### src/rtl/regfile_commit_monitor.sv
// Passive observer of the register-file write port: keeps a shadow copy of
// r1..r(NUM_REGS-1), counts writes and cycles, and streams nonzero registers on request.
module regfile_commit_monitor #(
  parameter int NUM_REGS    = 32,
  parameter int ADDR_WIDTH  = 5,
  parameter int DATA_WIDTH  = 32,
  parameter int COUNT_WIDTH = 32
) (
  input  logic                   clock,
  input  logic                   reset,
  input  logic                   ctrl_writeEnable,
  input  logic [ADDR_WIDTH-1:0]  ctrl_writeReg,
  input  logic [DATA_WIDTH-1:0]  data_writeReg,
  input  logic                   dump_start,
  input  logic                   dump_ready,
  output logic                   dump_valid,
  output logic [ADDR_WIDTH-1:0]  dump_reg,
  output logic [DATA_WIDTH-1:0]  dump_data,
  output logic                   dump_done,
  output logic                   busy,
  output logic [COUNT_WIDTH-1:0] write_count,
  output logic [COUNT_WIDTH-1:0] cycle_count
);

  typedef enum logic [1:0] {IDLE, SCAN, PRESENT, DONE} state_e;

  localparam logic [ADDR_WIDTH-1:0] LAST_IDX = ADDR_WIDTH'(NUM_REGS - 1);

  state_e                 state_q, state_d;
  logic [ADDR_WIDTH-1:0]  idx_q, idx_d;
  logic [DATA_WIDTH-1:0]  shadow_q [NUM_REGS];
  logic [DATA_WIDTH-1:0]  shadow_d [NUM_REGS];
  logic [ADDR_WIDTH-1:0]  dump_reg_q, dump_reg_d;
  logic [DATA_WIDTH-1:0]  dump_data_q, dump_data_d;
  logic                   dump_valid_q, dump_valid_d;
  logic                   dump_done_q, dump_done_d;
  logic                   busy_q, busy_d;
  logic [COUNT_WIDTH-1:0] write_count_q, write_count_d;
  logic [COUNT_WIDTH-1:0] cycle_count_q, cycle_count_d;
  logic                   snoop_hit;

  assign snoop_hit = ctrl_writeEnable && (ctrl_writeReg != '0) && (ctrl_writeReg <= LAST_IDX);

  always_comb begin
    state_d       = state_q;
    idx_d         = idx_q;
    shadow_d      = shadow_q;
    dump_reg_d    = dump_reg_q;
    dump_data_d   = dump_data_q;
    write_count_d = write_count_q;
    cycle_count_d = cycle_count_q + COUNT_WIDTH'(1);

    if (snoop_hit) begin
      shadow_d[ctrl_writeReg] = data_writeReg;
      if (write_count_q != '1) begin
        write_count_d = write_count_q + COUNT_WIDTH'(1);
      end
    end

    // SCAN reads the pre-edge shadow, so a same-cycle write to idx is not seen
    unique case (state_q)
      IDLE: begin
        if (dump_start) begin
          idx_d   = ADDR_WIDTH'(1);
          state_d = SCAN;
        end
      end
      SCAN: begin
        if (shadow_q[idx_q] != '0) begin
          dump_reg_d  = idx_q;
          dump_data_d = shadow_q[idx_q];
          state_d     = PRESENT;
        end else if (idx_q == LAST_IDX) begin
          state_d = DONE;
        end else begin
          idx_d = idx_q + ADDR_WIDTH'(1);
        end
      end
      PRESENT: begin
        if (dump_ready) begin
          dump_reg_d  = '0;
          dump_data_d = '0;
          if (idx_q == LAST_IDX) begin
            state_d = DONE;
          end else begin
            idx_d   = idx_q + ADDR_WIDTH'(1);
            state_d = SCAN;
          end
        end
      end
      DONE: begin
        state_d = IDLE;
      end
      default: begin
        state_d = IDLE;
      end
    endcase

    dump_valid_d = (state_d == PRESENT);
    dump_done_d  = (state_d == DONE);
    busy_d       = (state_d != IDLE);
  end

  always_ff @(posedge clock) begin
    if (reset) begin
      state_q       <= IDLE;
      idx_q         <= '0;
      dump_reg_q    <= '0;
      dump_data_q   <= '0;
      dump_valid_q  <= 1'b0;
      dump_done_q   <= 1'b0;
      busy_q        <= 1'b0;
      write_count_q <= '0;
      cycle_count_q <= '0;
      for (int i = 0; i < NUM_REGS; i++) begin
        shadow_q[i] <= '0;
      end
    end else begin
      state_q       <= state_d;
      idx_q         <= idx_d;
      dump_reg_q    <= dump_reg_d;
      dump_data_q   <= dump_data_d;
      dump_valid_q  <= dump_valid_d;
      dump_done_q   <= dump_done_d;
      busy_q        <= busy_d;
      write_count_q <= write_count_d;
      cycle_count_q <= cycle_count_d;
      for (int i = 0; i < NUM_REGS; i++) begin
        shadow_q[i] <= shadow_d[i];
      end
    end
  end

  assign dump_valid  = dump_valid_q;
  assign dump_reg    = dump_reg_q;
  assign dump_data   = dump_data_q;
  assign dump_done   = dump_done_q;
  assign busy        = busy_q;
  assign write_count = write_count_q;
  assign cycle_count = cycle_count_q;

endmodule

### config.mk
export PLATFORM = sky130hd
export DESIGN_NAME = regfile_commit_monitor
export DESIGN_NICKNAME = d
export VERILOG_FILES = /design/src/rtl/regfile_commit_monitor.sv
export SDC_FILE = /design/constraint.sdc
export NUM_CORES = 2
export LEC_CHECK = 0
export ABC_AREA = 1
export CAP_MARGIN = 20
export CORE_AREA = 10 10 300 418
export CTS_CLUSTER_DIAMETER = 50
export CTS_CLUSTER_SIZE = 24
export DETAILED_ROUTE_END_ITERATION = 6
export DIE_AREA = 0 0 310 428
export PLACE_DENSITY_LB_ADDON = 0.3
export REMOVE_ABC_BUFFERS = 1
export SETUP_SLACK_MARGIN = 0.3
export SYNTH_ARGS = -nofsm -noshare
export SYNTH_HDL_FRONTEND = slang
export SYNTH_SLANG_ARGS = --single-unit
### constraint.sdc
create_clock -name clock -period 4.1 [get_ports clock]
set_input_delay 0.41 -clock clock [delete_from_list [all_inputs] [get_ports clock]]
set_output_delay 0.41 -clock clock [all_outputs]
set_load 0.05 [all_outputs]
* Word-level counts from Yosys, hierarchy flattened
Index checks and enable logic that the tools add are counted.
Word-level totals: output and inout bits 104, input bits 42, flip-flop bits (word level) 1135, word-level logic and storage cells 96
Cells by class: reduce and logical (&&, ||, !) cells 12, $lt $le $gt $ge 4, bitwise logic cells 2, $add $sub $neg 3, multiplexer cells 23, equal/unequal tests 11
Operators by type and width (number):
- $bwmux W1024 | 1
- $bmux W32 S5 | 1
- $demux W32 S5 | 1
- $mux W32 | 5
- $add A32 B1 Y32 const B | 2
- $pmux W32 S2 | 1
- $ne A32 B32 Y1 const B | 1
- $reduce_bool A32 Y1 | 1
- $mux W5 | 6
- $pmux W5 S3 | 1
- $ge A6 B6 Y1 const B | 2
- $not A5 Y6 | 2
- $mux W2 | 5
- $pmux W5 S2 | 1
- $eq A2 B2 Y1 const B | 4
- $ne A2 B2 Y1 const B | 4
- $pmux W2 S4 | 1
- $lt A6 B1 Y1 const B | 1
- $add A5 B1 Y5 const B | 1
- $eq A5 B5 Y1 const B | 1
- $le A5 B5 Y1 const B | 1
- $reduce_bool A5 Y1 | 1
- $reduce_and A4 Y1 | 1
- $reduce_bool A2 Y1 | 2
- 6 further kinds | 8

* Logic depth before layout (Yosys ltp)
depth in word-level cells 8, gate-level depth with buffers 22, mapped depth without buffers 19

* Least setup slack after synthesis
OpenSTA, ideal clock, no wires.
kind reg-to-reg, from register cycle_count_q[0], in the netlist cycle_count[0], to register cycle_count_q[30], in the netlist cycle_count[30], required time 4.030 ns, setup slack 1.399 ns, arrival 2.631 ns, period minus slack after synthesis 2.701 ns, stages on the path, launching flop included 14, buffers on the path 0, setup time 0.070 ns, cell sequence dfxtp_1 > ha_1 > nand2_1 > nor2_1 > nand4_1 > nor2_1 > nand3_1 > nor4_1 > nand2_1 > nor3_1 > nand2_1 > inv_1 > nand3_1 > a21oi_1
On the way: longest elaborated chain between the ends 1
Ends and longest elaborated chain:
- start: declaration | line 39 | logic [COUNT_WIDTH-1:0] cycle_count_q, cycle_count_d;
- start signal: assignment | line 127 | cycle_count_q <= cycle_count_d;
- $add A32 B1 Y32 | line 51 | cycle_count_d = cycle_count_q + COUNT_WIDTH'(1);
Every way passes these cells. A chain may end at the register's enable or synchronous reset.

* Final worst setup path
from register idx_q[1], to register dump_reg_q[2], in the netlist dump_reg[2]
On the way: longest elaborated chain between the ends 7
Ends and longest elaborated chain:
- start: declaration | line 30 | logic [ADDR_WIDTH-1:0] idx_q, idx_d;
- start signal: assignment | line 120 | idx_q <= idx_d;
- $not A5 Y6 (implied by the code) | line 69 | if (shadow_q[idx_q] != '0) begin
- $bmux W32 S5 | line 69
- $mux W32 (implied by the code) (2 in a row) | line 69
- $reduce_bool A32 Y1 | line 69
- $ne A2 B2 Y1 (no source line)
- $reduce_and A3 Y1 (no source line)
- end signal: assignment | line 121 | dump_reg_q <= dump_reg_d;
- end: declaration | line 33 | logic [ADDR_WIDTH-1:0] dump_reg_q, dump_reg_d;
Every way passes these cells. The select of a mux whose other input is x is not followed.

==> results.txt <==
The run finished, with violations left. The final reports fail on design-rule violations. The total detailed-routing wirelength came out at 191000 um. For this design the total switching power over the nets is 8.45 mW. The async set or reset register ratio after synthesis is 0%. The number of antenna violations at the first check in global routing was 10.

The top-level I/O count came out at 146. The total negative setup slack is 0 ns. The post-CTS repair timing setup buffer count is 0. Global routing consumed, over all layers together, 27.4% of the routing resources. The cell count after synthesis came out at 7669. The clock skew after layout came out at 0.0412 ns. The register ranked first by flip-flop count is shadow_q. The average wire length per cell after detail routing is 21.0 um. The count of vias placed by the detailed router is 51409. The smallest hold slack came out at 0.137 ns. Timing analysis after detailed placement gives a worst setup slack of 0.451 ns. The sequential cells in the finished layout cover a total of 22700 um^2. The level count of the clock H-tree came out at 3. The logic depth of the worst register-to-register path is 18. Setup repair after global routing left no endpoint under its margin. The number of warning messages in the yosys log came out at 0. The maximum operating frequency came out at 271 MHz. The register with the most flip-flops in the layout has 1024 of them.

The wire length of the first global-routing pass came out at 287000 um. STA classifies the critical path startpoint as a register. The highest net fanout along the worst path came out at 37. Entering global routing, the biggest net connects 138 pins. The ratio of routed vias to standard cells is 5.67.

The final critical path takes up 89.8% of the cycle. Summing all multi-input logic gate instances after layout gives 24200 um^2. The synthesized netlist devotes 12.5% of its cell area to compound gates.

The cell depth of the worst min-delay path came out at 2. The highest layer touched by signal routing is met5. The cell-internal power is 17.6 mW. The worst path in the final design needs a cycle of 3.68 ns, including I/O delays and setup. The first detailed-routing pass took 7 iterations.

The ratio of total power to cell area is 462 nW/um^2. The die covers 133000 um^2. In the routed design, unresolved DRC markers number 1. In this run the worst hold path is classified as primary input to register. Clock-pin slew was measured on the worst setup and hold paths at 0.08 ns. The worst path arrival time is 4.34 ns. The clock latency on the worst-skew pair is 0.74 ns. The placement-stage cell area is 52800 um^2. The floorplan step set the die height to 428 um. At the pin with the least slew margin, the transition time is 1.17 ns. The signed area change from the synthesized netlist to the final layout is 12.3%.

In this run the tool buffered the top-level ports with 145 buffer cells. The sequential cell fraction of total power is 43.4%. Summing the areas of all and, or, nand and nor instances in the mapped netlist gives 35.1% of the synthesized area. The detailed-routed wire length on met3 is 19500 um. The maximum root-to-sink buffer count is 3. The area share of the largest cell type after synthesis came out at 45.2%. In this run the cell area of the synthesized design comes to 50200 um^2. The core box area is 117000 um^2. The critical path in this run is classified as register to register. The leakage component of the power came out at 23.8 nW. The endpoint kind of the worst setup timing path is a register. The final-report hold violation count was 0. The horizontal die dimension is 310 um. By area, the combinational part of the netlist is dominated by simple AND/OR/NAND/NOR gates.

The post-synthesis cell type count is 32. The final weighted congestion in routability-driven placement came out at 0.948. Combinational cells account for 16.9% of the total power. The max-slew violation count came to 0. The required time at the worst-slack endpoint is 4.76 ns.

The via count of the first global-routing pass is 47288. The power consumption is 26.1 mW. The max-capacitance violation count is 0. Once detail routing completed, the nets flagged for antenna violations numbered 0. The setup-violating endpoint count in the final report came out at 0. The total of flip-flops plus latches after synthesis is 1135. Setup slack on the critical path of the routed design comes to 0.416 ns. The half-perimeter wire length after placement is 111000 um. TritonCTS built the clock tree. The net count of the finished layout is 7523.

The final instance area came out at 56400 um^2. The global-route congestion overflow total is 0. The synthesized area per cell is 6.55 um^2. The XOR/XNOR share of the synthesized area came out at 0.192%. The number of placement rows came out at 149.

In this run, the number of DRC markers left after iteration 0 of detailed routing was 6472. The routed length on met2 came out at 84900 um. The number of clock sinks seen by CTS came out at 1135. The headroom to the max-slew limit came out at 21.9%. By area the synthesized netlist is led by dfxtp_1 45%, nor2_1 16%, nand2_1 11%. The proportion of total power due to net switching is 32.4%. The clock tree root driver cell is clkbuf_16.

The clock network burns 39.7% of the power. The adder-cell share of the synthesized area is 0.199%. The proportion of synthesized area in mux cells came out at 0%. The most used flip-flop cell after synthesis is dfxtp_1. dfxtp_1 takes more of the synthesized area than any other cell. The share of synthesized area occupied by flip-flops and latches is 45.2%. The fraction of final layout cells sized beyond drive strength 1 is 5.54%.

The total clock buffers created by CTS came out at 101. The number of flops mapped to enable cells by yosys is 0. The initial core utilization came out at 42.8%. The met1 wire length is 75000 um. VDD sags by at most 0.357 mV. Fill cells in the final layout number 11811.
## timing repair
action | 4_1_cts | 5_1_grt
hold buffers | 0 | 0
setup endpoints to repair | 0 | 37
resized for setup | 0 | 2
## power by group through the flow
stage	Sequential [mW]	Clock (mW)	Combinational [mW]
floorplan	12.0	0	1.92
global placement	11.6	0	4.28
detailed placement	11.6	0	4.27
CTS	11.3	10.4	4.29
global route	11.3	10.8	4.65
finish	11.3	10.3	4.42
## worst max-delay path, cell delays in order, from the launching register on
cell and delay [ns]:
dfxtp_4 0.61, clkinv_8 0.35, buf_12 0.31, nand3_1 0.12, nand3_1 0.13, nand2_1 0.12, nand2_1 0.14, nand2_1 0.26
nand2_1 0.23, nand2_1 0.14, nor2_1 0.05, nand2_1 0.16, nor2_1 0.10, nand2_1 0.17, nand2_4 0.11, nor2_4 0.11
buf_12 0.21, nand2_1 0.07, a21oi_1 0.18
## logic make-up after synthesis
kind of cell	Yosys count
compound gates	1244
xor+xnor	11
fa+ha+maj	8
buf+inv	826
flops	1135
simple gates	4445
## synthesized netlist by cell type (5+ instances only)
| library cell | instances |
|---|---|
| nor2_1 | 2205 |
| nand2_1 | 1518 |
| dfxtp_1 | 1135 |
| o21ai_0 | 1029 |
| nand3_1 | 659 |
| clkbuf_1 | 337 |
| inv_1 | 195 |
| a21oi_1 | 193 |
| buf_2 | 149 |
| buf_1 | 116 |
| nor3_1 | 28 |
| nand4_1 | 14 |
| buf_4 | 13 |
| nor4_1 | 12 |
| buf_6 | 9 |
| o21a_1 | 9 |
| ha_1 | 8 |
| xor2_1 | 7 |
| a211oi_1 | 6 |
| a31oi_1 | 5 |
## layout by cell type, fill, tap and decap left out, types with 5 or more instances in the layout
master           synthesis  layout
nor2_1                2205    2174
nand2_1               1518    1518
dfxtp_1               1135    1131
o21ai_0               1029    1029
nand3_1                659     659
a21oi_1                193     193
inv_1                  195     176
buf_4                   13     147
clkdlybuf4s50_1          0     144
clkbuf_16                0     103
buf_12                   0      34
nor2_2                   1      31
nor3_1                  28      28
inv_6                    0      16
nand4_1                 14      14
clkinv_1                 2      13
clkinv_8                 0      13
nor4_1                  12      12
inv_8                    0      11
inv_2                    4      11
clkinv_4                 0      11
clkinvlp_4               0      10
o21a_1                   9       9
ha_1                     8       8
xor2_1                   7       7
clkinv_2                 0       7
a211oi_1                 6       6
bufinv_16                0       6
a31oi_1                  5       5
clkbuf_1               337       5
## final timing paths
check / startpoint / to / slack (ns)
setup reg to reg: idx_q[1]$_SDFFE_PP0P_ / dump_reg[2]$_SDFFE_PP0P_ / 0.42
hold reg to reg: shadow_q[1022]$_SDFFE_PP0P_ / shadow_q[1022]$_SDFFE_PP0P_ / 0.42
hold / removal: reset / cycle_count[19]$_SDFF_PP0_ / 0.14
setup / recovery: idx_q[1]$_SDFFE_PP0P_ / dump_reg[2]$_SDFFE_PP0P_ / 0.42
## through the flow
step	instances	utilization, %
6_report	9072	48.1
5_1_grt	9071	48.1
4_1_cts	9070	48.0
3_5_place_dp	8880	45.0
3_3_place_gp	8880	45.0
2_1_floorplan	7045	-
## routing by layer
| metal | vias to the layer above | GRT usage (%) |
|---|---|---|
| met5 | - | 0 |
| met4 | 16 | 15.4 |
| met3 | 503 | 5.08 |
| met2 | 2844 | 43.1 |
| met1 | 24026 | 35.0 |
| li1 | 24020 | - |
## area by class of cell
cell class / count / share of cell area, %
tap: 1510 / 3.35
inverter: 202 / 1.41
sequential: 1135 / 40.3
clock inverter: 78 / 1.64
multi-input combinational: 5708 / 42.9
antenna: 2 / 0.00887
timing repair buffer: 325 / 5.72
clock buffer: 112 / 4.70
No activity file was read; power rests on OpenSTA's default activity.
